`src/rtl/mul_div_scheduler.sv`:
```
// Multiply/divide sequencer for the EX stage: issues one request to the pipelined
// multiplier or the iterative divider and holds the HI/LO result until EX consumes it.
module mul_div_scheduler #(
    parameter int unsigned CPU_DATA_WIDTH   = 32,
    parameter int unsigned MULTIPLY_LATENCY = 2
) (
    input  logic                          clock,
    input  logic                          reset,
    input  logic                          flush,

    input  logic                          request_valid,
    output logic                          request_ready,
    input  logic                          request_is_divide,
    input  logic                          request_signed,
    input  logic [CPU_DATA_WIDTH-1:0]     source1,
    input  logic [CPU_DATA_WIDTH-1:0]     source2,

    output logic                          multiplier_valid,
    output logic                          multiplier_signed,
    output logic [CPU_DATA_WIDTH-1:0]     multiplier_source1,
    output logic [CPU_DATA_WIDTH-1:0]     multiplier_source2,
    input  logic [2*CPU_DATA_WIDTH-1:0]   multiplier_result,

    output logic                          divider_valid,
    input  logic                          divider_ready,
    output logic                          divider_signed,
    output logic [CPU_DATA_WIDTH-1:0]     divider_dividend,
    output logic [CPU_DATA_WIDTH-1:0]     divider_divisor,
    output logic                          divider_abort,
    input  logic                          divider_result_valid,
    input  logic [CPU_DATA_WIDTH-1:0]     divider_quotient,
    input  logic [CPU_DATA_WIDTH-1:0]     divider_remainder,

    output logic                          result_valid,
    input  logic                          result_ready,
    output logic [CPU_DATA_WIDTH-1:0]     result_high,
    output logic [CPU_DATA_WIDTH-1:0]     result_low,
    output logic                          busy
);

    localparam int unsigned W = CPU_DATA_WIDTH;
    localparam logic [2:0] LatencyCount = 3'(MULTIPLY_LATENCY);

    typedef enum logic [2:0] {
        StIdle,
        StMulWait,
        StDivIssue,
        StDivWait,
        StResult
    } state_e;

    state_e         state_q, state_d;
    logic [2:0]     count_q, count_d;
    logic           div_signed_q, div_signed_d;
    logic [W-1:0]   dividend_q, dividend_d;
    logic [W-1:0]   divisor_q, divisor_d;
    logic [W-1:0]   high_q, high_d;
    logic [W-1:0]   low_q, low_d;

    logic           accept;
    logic           accept_mul;

    // Gating with reset keeps every output at zero while reset is held.
    assign request_ready = (state_q == StIdle) & ~flush & ~reset;
    assign accept        = request_valid & request_ready;
    assign accept_mul    = accept & ~request_is_divide;

    assign multiplier_valid   = accept_mul;
    assign multiplier_signed  = accept_mul & request_signed;
    assign multiplier_source1 = accept_mul ? source1 : '0;
    assign multiplier_source2 = accept_mul ? source2 : '0;

    assign divider_signed   = div_signed_q;
    assign divider_dividend = dividend_q;
    assign divider_divisor  = divisor_q;

    assign result_valid = (state_q == StResult);
    assign result_high  = high_q;
    assign result_low   = low_q;
    assign busy         = (state_q != StIdle);

    always_comb begin
        state_d       = state_q;
        count_d       = count_q;
        div_signed_d  = div_signed_q;
        dividend_d    = dividend_q;
        divisor_d     = divisor_q;
        high_d        = high_q;
        low_d         = low_q;
        divider_valid = 1'b0;
        divider_abort = 1'b0;

        if (flush) begin
            // Flush drops everything in flight; the divider is told to forget its operands.
            state_d       = StIdle;
            divider_abort = (state_q == StDivIssue) || (state_q == StDivWait);
        end else begin
            unique case (state_q)
                StIdle: begin
                    if (accept) begin
                        if (!request_is_divide) begin
                            state_d = StMulWait;
                            count_d = 3'd1;
                        end else if (source2 == '0) begin
                            // Divide by zero never reaches the divider.
                            state_d = StResult;
                            high_d  = source1;
                            low_d   = '1;
                        end else begin
                            state_d      = StDivIssue;
                            div_signed_d = request_signed;
                            dividend_d   = source1;
                            divisor_d    = source2;
                        end
                    end
                end
                StMulWait: begin
                    if (count_q == LatencyCount) begin
                        state_d = StResult;
                        high_d  = multiplier_result[2*W-1:W];
                        low_d   = multiplier_result[W-1:0];
                    end else begin
                        count_d = count_q + 3'd1;
                    end
                end
                StDivIssue: begin
                    divider_valid = 1'b1;
                    if (divider_ready) begin
                        state_d = StDivWait;
                    end
                end
                StDivWait: begin
                    if (divider_result_valid) begin
                        state_d = StResult;
                        high_d  = divider_remainder;
                        low_d   = divider_quotient;
                    end
                end
                StResult: begin
                    if (result_ready) begin
                        state_d = StIdle;
                    end
                end
                default: state_d = StIdle;
            endcase
        end
    end

    always_ff @(posedge clock or posedge reset) begin
        if (reset) begin
            state_q      <= StIdle;
            count_q      <= 3'd0;
            div_signed_q <= 1'b0;
            dividend_q   <= '0;
            divisor_q    <= '0;
            high_q       <= '0;
            low_q        <= '0;
        end else begin
            state_q      <= state_d;
            count_q      <= count_d;
            div_signed_q <= div_signed_d;
            dividend_q   <= dividend_d;
            divisor_q    <= divisor_d;
            high_q       <= high_d;
            low_q        <= low_d;
        end
    end

endmodule

```
`config.mk`:
```
export PLATFORM = sky130hd
export DESIGN_NAME = mul_div_scheduler
export DESIGN_NICKNAME = d
export VERILOG_FILES = /design/src/rtl/mul_div_scheduler.sv
export SDC_FILE = /design/constraint.sdc
export NUM_CORES = 1
export LEC_CHECK = 0
export BUFFER_PORTS_ARGS = -buffer_cell sky130_fd_sc_hd__clkbuf_2
export CORE_AREA = 2 2 156 158
export DETAILED_ROUTE_END_ITERATION = 7
export DIE_AREA = 0 0 158 160
export GPL_ROUTABILITY_DRIVEN = 0
export HOLD_SLACK_MARGIN = 0.12
export PLACE_DENSITY = 0.63
export SLEW_MARGIN = 10
export SYNTH_ARGS = -nofsm -noshare
export SYNTH_HDL_FRONTEND = slang
export SYNTH_SLANG_ARGS = --single-unit
```
`constraint.sdc`:
```
create_clock -name clock -period 11.1 [get_ports clock]
set_input_delay 0.555 -clock clock [delete_from_list [all_inputs] [get_ports clock]]
set_output_delay 0.555 -clock clock [all_outputs]
set_load 0.02 [all_outputs]
```
==> flow_metrics.env <==
export IMPL_worstRegToRegCells=6
export IMPL_synth_edf_count=0
export IMPL_path_cells="or4_4 > nor3_4 > buf_4 > and2_1 > clkbuf_2"
export IMPL_antenna_found_initial=0
export IMPL_wirelength_um=27800
export IMPL_drc_errors=0
export IMPL_grt_pass1_vias=7436
export IMPL_ir_drop_uv=95.2
export IMPL_r2r_start="state_q[1]"
export IMPL_path_max_fanout=52
export IMPL_drive_above_1_share_pct=55.3
export IMPL_place_inst=1418
export IMPL_start_kind="register"
export IMPL_detail_route_first_pass_iterations=5
export IMPL_cts_tree="built"
export IMPL_floorplan_initialDensity_pct=34.9
export IMPL_final_common_cell="clkbuf_2"
export IMPL_ys_seq_area_share_pct=40.7
export IMPL_clkTransAtPathRegs_ns=0.06
export IMPL_coreArea_um2=23800
export IMPL_nFillCells=2340
export IMPL_placed_cell_area_um2=10500
export IMPL_grt_pass1_wl_um=42800
export IMPL_hold_viol_final=0
export IMPL_worst_pin_slew_ns=1.08
export IMPL_synthToLayoutAreaGrowth_pct=33.5
export IMPL_power_density_nw_per_um2=278
export IMPL_whs_ns=0.292
export IMPL_worstPathRequired_ns=10.55
export IMPL_ctsResizeCount=0
export IMPL_num_antenna_cells=0
export IMPL_layout_common_cells="clkbuf_2 (400), dfrtp_1 (134), mux2_2 (111), o211ai_1 (66), and2_1 (66)"
export IMPL_drv_slew=0
export IMPL_crit_path_end_kind="primary output"
export IMPL_postRouteAntennaNets=0
export IMPL_num_vias=7728
export IMPL_reg2reg_slack_ns=7.79
export IMPL_synthFlopType="dfrtp_1"
export IMPL_syn_area_per_cell_um2=10.8
export IMPL_cp_slowest_stage_delay_ns=0.66
export IMPL_design_area_um2=11100
export IMPL_viasPerCell=5.33
export IMPL_seq_area_um2=3380
export IMPL_ctsHoldBuffers=0
export IMPL_finalSetupViolCount=0
export IMPL_clkSinkCount=135
export IMPL_grt_overflow=0
export IMPL_hpwl_um=19200
export IMPL_period_minus_slack_ns=3.61
export IMPL_critPathTopFamily="simple AND/OR/NAND/NOR gates"
export IMPL_yosysWarnings=0
export IMPL_cts_htree_levels=4
export IMPL_cp_num_cells=5
export IMPL_min_path_type="primary input to asynchronous set/reset pin"
export IMPL_tns_ns=0
export IMPL_postCtsSetupRepairBufs=0
export IMPL_arrival_ns=3.05
export IMPL_fmax_ghz=0.277
export IMPL_cts_made_buffers=17
export IMPL_critical_path_buf_inv_count=2
export IMPL_fin_cells=1450
export IMPL_skew_ns=0.0107
export IMPL_worstSkewPairLatency_ns=0.42
export IMPL_drtIter0Drc=487
export IMPL_grt_max_degree=79
export IMPL_multi_input_area_um2=4450
export IMPL_die_width_um=158
export IMPL_rsz0062_at_grt="false"
export IMPL_nNetsFinal=1316
export IMPL_criticalPathCategory="register to primary output"
export IMPL_slew_headroom_pct=27.7
export IMPL_cts_root_buf="clkbuf_16"
export IMPL_min_period_over_period_pct=32.5
export IMPL_grt_use_total_pct=21.5
export IMPL_dieArea_um2=25300
export IMPL_ios=401
export IMPL_status="finished clean"
export IMPL_p_leak_nw=5.14
export IMPL_cp_startpoint="state_q[1]"
export IMPL_fp_row_count=57
export IMPL_finalPower_mw=3.08
export IMPL_r2r_end="count_q[1]"
export IMPL_postSynth_asyncResetShare_pct=100
export IMPL_critPathSlowestCell="dfrtp_4"
export IMPL_cts_buffer_depth=2
export IMPL_wl_per_cell_um=19.1
export IMPL_ys_ff_latch=135
export IMPL_ys_types=43
export IMPL_synthCells=766
export IMPL_synth_fp_nets=969
export IMPL_critPathCapture="multiplier_source1[29]"
export IMPL_io_buffer_count=400
export IMPL_cap_violations=0
export IMPL_dieHeight_um=160
export IMPL_syn_area_um2=8300
[synth_stat cells, types with 2 or more instances]
cell	count	area (µm²)
nand2b_1	2	12.5
nor2_1	5	18.8
buf_2	19	95.1
mux2_4	50	751
a21oi_1	3	15.0
nor3_2	2	20.0
o31ai_1	32	240
buf_1	9	33.8
dfrtp_1	135	3380
ha_1	2	25.0
clkbuf_1	50	188
inv_1	36	135
mux2_2	111	1250
a211o_1	2	17.5
nor3b_1	2	15.0
nor2b_1	4	25.0
nor4_1	41	257
nand4_1	35	219
a211oi_1	34	255
o211ai_1	66	495
a31oi_1	32	200
a221oi_1	2	17.5
and2_1	66	413
buf_6	7	78.8
[layout make-up]
class | instances | area share, %
Inverter | 36 | 1.26
Sequential cell | 135 | 30.5
Multi-Input combinational cell | 509 | 40.1
Clock inverter | 14 | 1.48
Timing Repair Buffer | 414 | 19.0
Tap cell | 324 | 3.66
Clock buffer | 18 | 3.96
[cells by family after synthesis]
group	after synthesis	synth area share, %
AO/OA/AOI/OAI	180	15.9
AND/OR/NAND/NOR	165	12.5
multiplexers	162	24.2
flip-flops	135	40.7
buffers and inverters	122	6.45
adder cells (fa/ha/maj)	2	0.301
[worst min-delay path by stage]
| stage | startpoint | end | cells after the start |
|---|---|---|---|
| 3_3_place_gp | divider_dividend[20] | divider_dividend[20] | 1 |
| 2_1_floorplan | count_q[1] | count_q[1] | 1 |
| 3_5_place_dp | divider_dividend[29] | divider_dividend[29] | 1 |
| 4_1_cts | reset | result_low[19] | 2 |
| 6_report | reset | result_high[0] | 2 |
| 5_1_grt | request_signed | divider_signed | 2 |
[sequential cells by signal (all words and copies together) (netlist names)]
register,count
state_q,3
divider_signed,1
count_q,3
result_high,32
divider_divisor,32
divider_dividend,32
result_low,32
[layer usage]
| metal | global-route usage (%) | up-vias | share of wire (%) |
|---|---|---|---|
| met4 | 4.71 | 0 | 1.3 |
| met5 | 0 | - | 0 |
| met1 | 28.4 | 3779 | 43 |
| met2 | 35.8 | 319 | 49 |
| met3 | 5.07 | 21 | 6.8 |
| li1 | - | 3609 | - |
[worst reg2reg max path, stage by stage (launching register included)]
cell	delay [ns]
dfrtp_4	0.70
buf_4	0.63
nor2_1	0.27
a211oi_4	0.27
buf_4	0.65
nand2_1	0.31
mux2_1	0.36
[power by group]
group / internal [mW] / switching, mW / total [mW] / leakage (nW)
Combinational: 0.630 / 0.990 / 1.62 / 3.27
Sequential: 0.709 / 0.168 / 0.876 / 1.59
Clock: 0.343 / 0.244 / 0.587 / 0.286
[stage by stage]
step                util [%]  setup slack [ns]
detailed placement      44.0              7.84
CTS                     46.5              7.52
global route            46.5              7.34
finish                  46.5              7.49
floorplan                  -              6.93
global placement        44.0              7.88
(Power assumes the default switching activity.)
